### src/rtl/pipe_ifid_queue.sv
// pipe_ifid_queue: DEPTH-entry in-order IF/ID instruction queue with flush-to-NOP.
// Build option IFID_FULL_PASS_EN lets a full queue accept a push in a cycle that also pops.
module pipe_ifid_queue #(
  parameter int unsigned        INSTR_W   = 16,
  parameter int unsigned        PC_W      = 16,
  parameter int unsigned        DEPTH     = 2,
  parameter logic [INSTR_W-1:0] NOP_INSTR = 16'hC000
) (
  input  logic                       clk_i,
  input  logic                       rst_n,
  input  logic                       valid_i,
  input  logic [INSTR_W-1:0]         instr_i,
  input  logic [PC_W-1:0]            pc_i,
  input  logic                       stall_i,
  input  logic                       flush_i,
  output logic                       full_o,
  output logic                       valid_o,
  output logic [INSTR_W-1:0]         instr_o,
  output logic [PC_W-1:0]            pc_o,
  output logic [$clog2(DEPTH+1)-1:0] count_o
);

  localparam int unsigned CW = $clog2(DEPTH + 1);
  localparam int unsigned PW = $clog2(DEPTH);
  localparam int unsigned EW = INSTR_W + PC_W;
  localparam logic [CW-1:0] FULL_CNT = CW'(DEPTH);
  localparam logic [PW-1:0] LAST_IDX = PW'(DEPTH - 1);

  logic [EW-1:0] mem [DEPTH];
  logic [PW-1:0] rd_ptr;
  logic [PW-1:0] wr_ptr;
  logic [PW-1:0] rd_next;
  logic [PW-1:0] wr_next;
  logic [CW-1:0] count;
  logic [EW-1:0] head;
  logic          at_cap;
  logic          push;
  logic          pop;

  // Pointers wrap explicitly so non-power-of-two depths never skip an entry.
  always_comb begin
    rd_next = (rd_ptr == LAST_IDX) ? '0 : rd_ptr + 1'b1;
    wr_next = (wr_ptr == LAST_IDX) ? '0 : wr_ptr + 1'b1;
  end

  assign at_cap  = (count == FULL_CNT);
  assign valid_o = (count != '0);
  assign pop     = valid_o && !stall_i && !flush_i;

`ifdef IFID_FULL_PASS_EN
  assign full_o = at_cap && !pop;
`else
  assign full_o = at_cap;
`endif

  assign push    = valid_i && !full_o && !flush_i;
  assign head    = mem[rd_ptr];
  assign instr_o = valid_o ? head[EW-1:PC_W] : NOP_INSTR;
  assign pc_o    = valid_o ? head[PC_W-1:0]  : '0;
  assign count_o = count;

  always_ff @(posedge clk_i or negedge rst_n) begin
    if (!rst_n) begin
      rd_ptr <= '0;
      wr_ptr <= '0;
      count  <= '0;
      for (int unsigned i = 0; i < DEPTH; i++) begin
        mem[i] <= '0;
      end
    end else if (flush_i) begin
      // Array contents are left stale; count=0 already hides them.
      rd_ptr <= '0;
      wr_ptr <= '0;
      count  <= '0;
    end else begin
      if (push) begin
        mem[wr_ptr] <= {instr_i, pc_i};
        wr_ptr      <= wr_next;
      end
      if (pop) begin
        rd_ptr <= rd_next;
      end
      if (push && !pop) begin
        count <= count + 1'b1;
      end else if (pop && !push) begin
        count <= count - 1'b1;
      end
    end
  end

endmodule

### config.mk
export PLATFORM = sky130hd
export DESIGN_NAME = pipe_ifid_queue
export DESIGN_NICKNAME = d
export VERILOG_FILES = /design/src/rtl/pipe_ifid_queue.sv
export SDC_FILE = /design/constraint.sdc
export NUM_CORES = 1
export LEC_CHECK = 0
export ABC_AREA = 1
export BUFFER_PORTS_ARGS = -buffer_cell sky130_fd_sc_hd__buf_2
export CAP_MARGIN = 0
export CORE_MARGIN = 1
export CORE_UTILIZATION = 40
export CTS_CLUSTER_SIZE = 30
export DETAILED_ROUTE_END_ITERATION = 8
export GPL_TIMING_DRIVEN = 1
export SYNTH_ARGS = -nofsm -noshare
export SYNTH_HDL_FRONTEND = slang
export SYNTH_SLANG_ARGS = --single-unit
export TNS_END_PERCENT = 50
### constraint.sdc
create_clock -name clk_i -period 1.3 [get_ports clk_i]
set_input_delay 0.195 -clock clk_i [delete_from_list [all_inputs] [get_ports clk_i]]
set_output_delay 0.195 -clock clk_i [all_outputs]
set_load 0.005 [all_outputs]
==> flow_summary_export.csv <==
group,metric,value,unit
detailed_routing,ant_nets,0,
run_status,failed_checks,"setup timing",
hold_path,worstHoldStart,"instr_i[9]",
floorplanning,row_count,32,
detailed_routing,via_count,2884,
finish,antenna_cells,0,
cts,path_clk_slew,0.08,ns
logic_synthesis,yosysSeqAreaShare,0.5356,
logic_synthesis,synth-seq-cells,68,
floorplanning,coreArea,7687,um^2
placed_design,port_buffers,72,
hold_path,min_path_type,"input port to flip-flop",
worst_setup_path,end_kind,"output port",
worst_setup_path,path_class,"flip-flop to output port",
timing,holdWs,0.09379,ns
finish,nNetsFinal,523,
timing,finalWorstSetupSlack,-0.3762,ns
finish,drive_above_1_share,0.4236,
grt,grt.total_usage,0.2071,
worst_setup_path,critical_path.max_stage_delay,0.41,ns
floorplanning,initial_utilization,0.4132,
finish,syn_to_final_growth,44.31,%
worst_setup_path,crit_path_start,"count_o[1]$_DFFE_PN0P_",
detailed_routing,drtPass1Iterations,4,
grt,grt_max_degree,69,
placed_design,place_area,3754,um^2
finish,fin_cells,593,
pwr,p_int,0.005268,W
run_status,status,"finished, violations left",
worst_setup_path,worst-path-max-fanout,5,
worst_setup_path,worstPathRequired,1.11,ns
worst_setup_path,cp_top_family,"buffers and inverters",
job,cap_violations,0,
finish,layout_common_cells,"126 x nand2_1, 72 x buf_2, 66 x dfrtp_1",
worst_setup_path,crit_chain,"buf_6 -> nor2_4 -> buf_12 -> clkbuf_16 -> a21oi_2 -> buf_2",
timing,slew_headroom,0.7542,
logic_synthesis,synthesis.nets,423,
placed_design,place_congestion,0.8134,
floorplanning,ios,73,
floorplanning,die_w,91.12,um
finish,stdcell_area,4584,um^2
placed_design,place_inst,557,
timing,finalHoldViolCount,0,
finish,final_common_cell,"nand2_1",
cts,clkSinkCount,68,
pwr,peakVddDrop,0.8218,mV
pwr,netSwitchingFraction,0.3500,
logic_synthesis,synth_area,3177,um^2
cts,h-tree-depth,3,
timing,worst_slew_pin_slew,0.3687,ns
timing,fin_crit_sh,1.289,
timing,fin_skew,0.008188,ns
worst_setup_path,crit_slowest_cell,"dfrtp_2",
logic_synthesis,ys_warn_count,0,
worst_setup_path,crit_buf_inv,4,
timing,fin_crit,1.676,ns
detailed_routing,wirelength,8.588,mm
cts,cts_root_buf,"clkbuf_8",
pwr,power_density,1768,nW/um^2
detailed_routing,drt-initial-drc-count,163,
pwr,seqPwrFrac,0.413,
detailed_routing,route.detailed.wl_per_inst,14.48,um
cts,clk_latency,0.35,ns
cts,tritoncts,"done",
pwr,power.leakage,2.355,nW
timing,finalMaxSlewViolations,0,
grt,antenna_found_initial,0,
grt,grt_pass1_wl,13.23,mm
pwr,total_power,0.008105,W
timing,max_freq,0.5966,GHz
logic_synthesis,synth_cell_type_count,18,
timing,rsz0062_at_grt,"yes",
worst_setup_path,cp.arrival,1.48,ns
cts,clk_path_buf_depth,2,
logic_synthesis,avgSynthCellArea,8.230,um^2
grt,grt-ovfl-total,0,
detailed_routing,viasPerCell,4.863,
cts,cts_made_buffers,9,
placed_design,place_hpwl,4.636,mm
timing,setup_violations,101,
worst_setup_path,r2r_start,"count_o[1]$_DFFE_PN0P_",
logic_synthesis,netlist_instances,386,
detailed_routing,post-route-drc-count,0,
worst_setup_path,start_kind,"flip-flop",
grt,grt_pass1_vias,2737,
floorplanning,die_height,91.12,um
floorplanning,die-area,8302,um^2
pwr,combPwrFrac,0.382,
pwr,p_sw,0.002837,W
pwr,clockPowerShare,0.205,
## metal layers
metal | global-route usage | wire (um) | vias to the layer above
li1 | - | - | 1420
met1 | 0.2717 | 3888 | 1395
met2 | 0.3422 | 4221 | 58
met3 | 0.04355 | 361 | 11
met4 | 0.06746 | 116 | 0
met5 | 0 | 0 | -
## sequential cells by signal (all words and copies together), names as in the netlist
| register | cells |
|---|---|
| count_o | 2 |
| mem | 64 |
| rd_ptr | 1 |
| wr_ptr | 1 |
## stage by stage
step / setup WS [ns] / TNS, ns / util
2_1_floorplan: -0.02753 / -0.6401 / -
3_3_place_gp: -0.07018 / -3.155 / 0.4883
3_5_place_dp: -0.08707 / -3.729 / 0.4883
4_1_cts: -0.3752 / -23.14 / 0.5654
5_1_grt: -0.4111 / -26.52 / 0.5964
6_report: -0.3762 / -20.31 / 0.5964
## logic make-up (layout without fill, tap and decap cells)
kind of cell           after synthesis  after routing  synth area share
and+or+nand+nor                    156            156            0.1914
AOI/OAI and AO/OA                   98             98            0.1827
DFF                                 68             68            0.5356
buffers and inverters               64            169           0.09019
## cell usage after synthesis
cell        n  area share
buf_6       6       0.021
or2_1       1      0.0020
nand3_2     2      0.0063
inv_1      39       0.046
inv_2       1      0.0012
clkinv_1    1      0.0012
buf_2       1      0.0016
nand3_1     4      0.0063
o21ai_0    30       0.047
clkbuf_1   16       0.019
a21oi_1    32       0.050
nand2_2     1      0.0020
o21ai_1    12       0.019
nand2_1   145        0.17
nor2_1      3      0.0035
dfrtp_1    68        0.54
a21oi_2     1      0.0028
o21ai_2    23       0.063
## power by group through the flow
stage	Sequential, W	Clock, W	Combinational (W)
global route	0.00345	0.00178	0.00339
global placement	0.00332	0	0.00217
CTS	0.00332	0.00168	0.00275
detailed placement	0.00334	0	0.00221
finish	0.00335	0.00166	0.00309
floorplan	0.00326	0	0.00142
## worst min-delay path: stages
cell     delay (ns)
buf_2          0.10
inv_1          0.05
o21ai_1        0.06
## timing repair
item                                    CTS  global route
resized for setup                        41            46
pin swaps                                 4             2
endpoints found under the hold margin    68             0
endpoints found under the setup margin   98           102
hold buffers                              1             0
gates cloned                              7             4
buffers inserted                          9             3
## final cells by class
cell class	instances	area (um^2)
well taps	102	127.6
flip-flops and latches	68	1704
multi-input cells	254	1404
repair buffers	112	1006
clock inverters	6	55.05
fillers	701	3103
inverters	41	160.2
clock buffers	10	127.6
## path summary, 6_finish.rpt
check | endpoint | slack (ns) | cells after the start
worst max-delay path | pc_o[4] | -0.38 | 6
worst max register to register | mem[37]$_DFFE_PN0P_ | -0.27 | 8
min in group asynchronous | mem[53]$_DFFE_PN0P_ | 0.40 | 3
max in group asynchronous | count_o[1]$_DFFE_PN0P_ | 0.57 | 3
worst min-delay path | mem[57]$_DFFE_PN0P_ | 0.09 | 3
worst min register to register | mem[10]$_DFFE_PN0P_ | 0.48 | 2
Power figures use the tool's default switching activity.
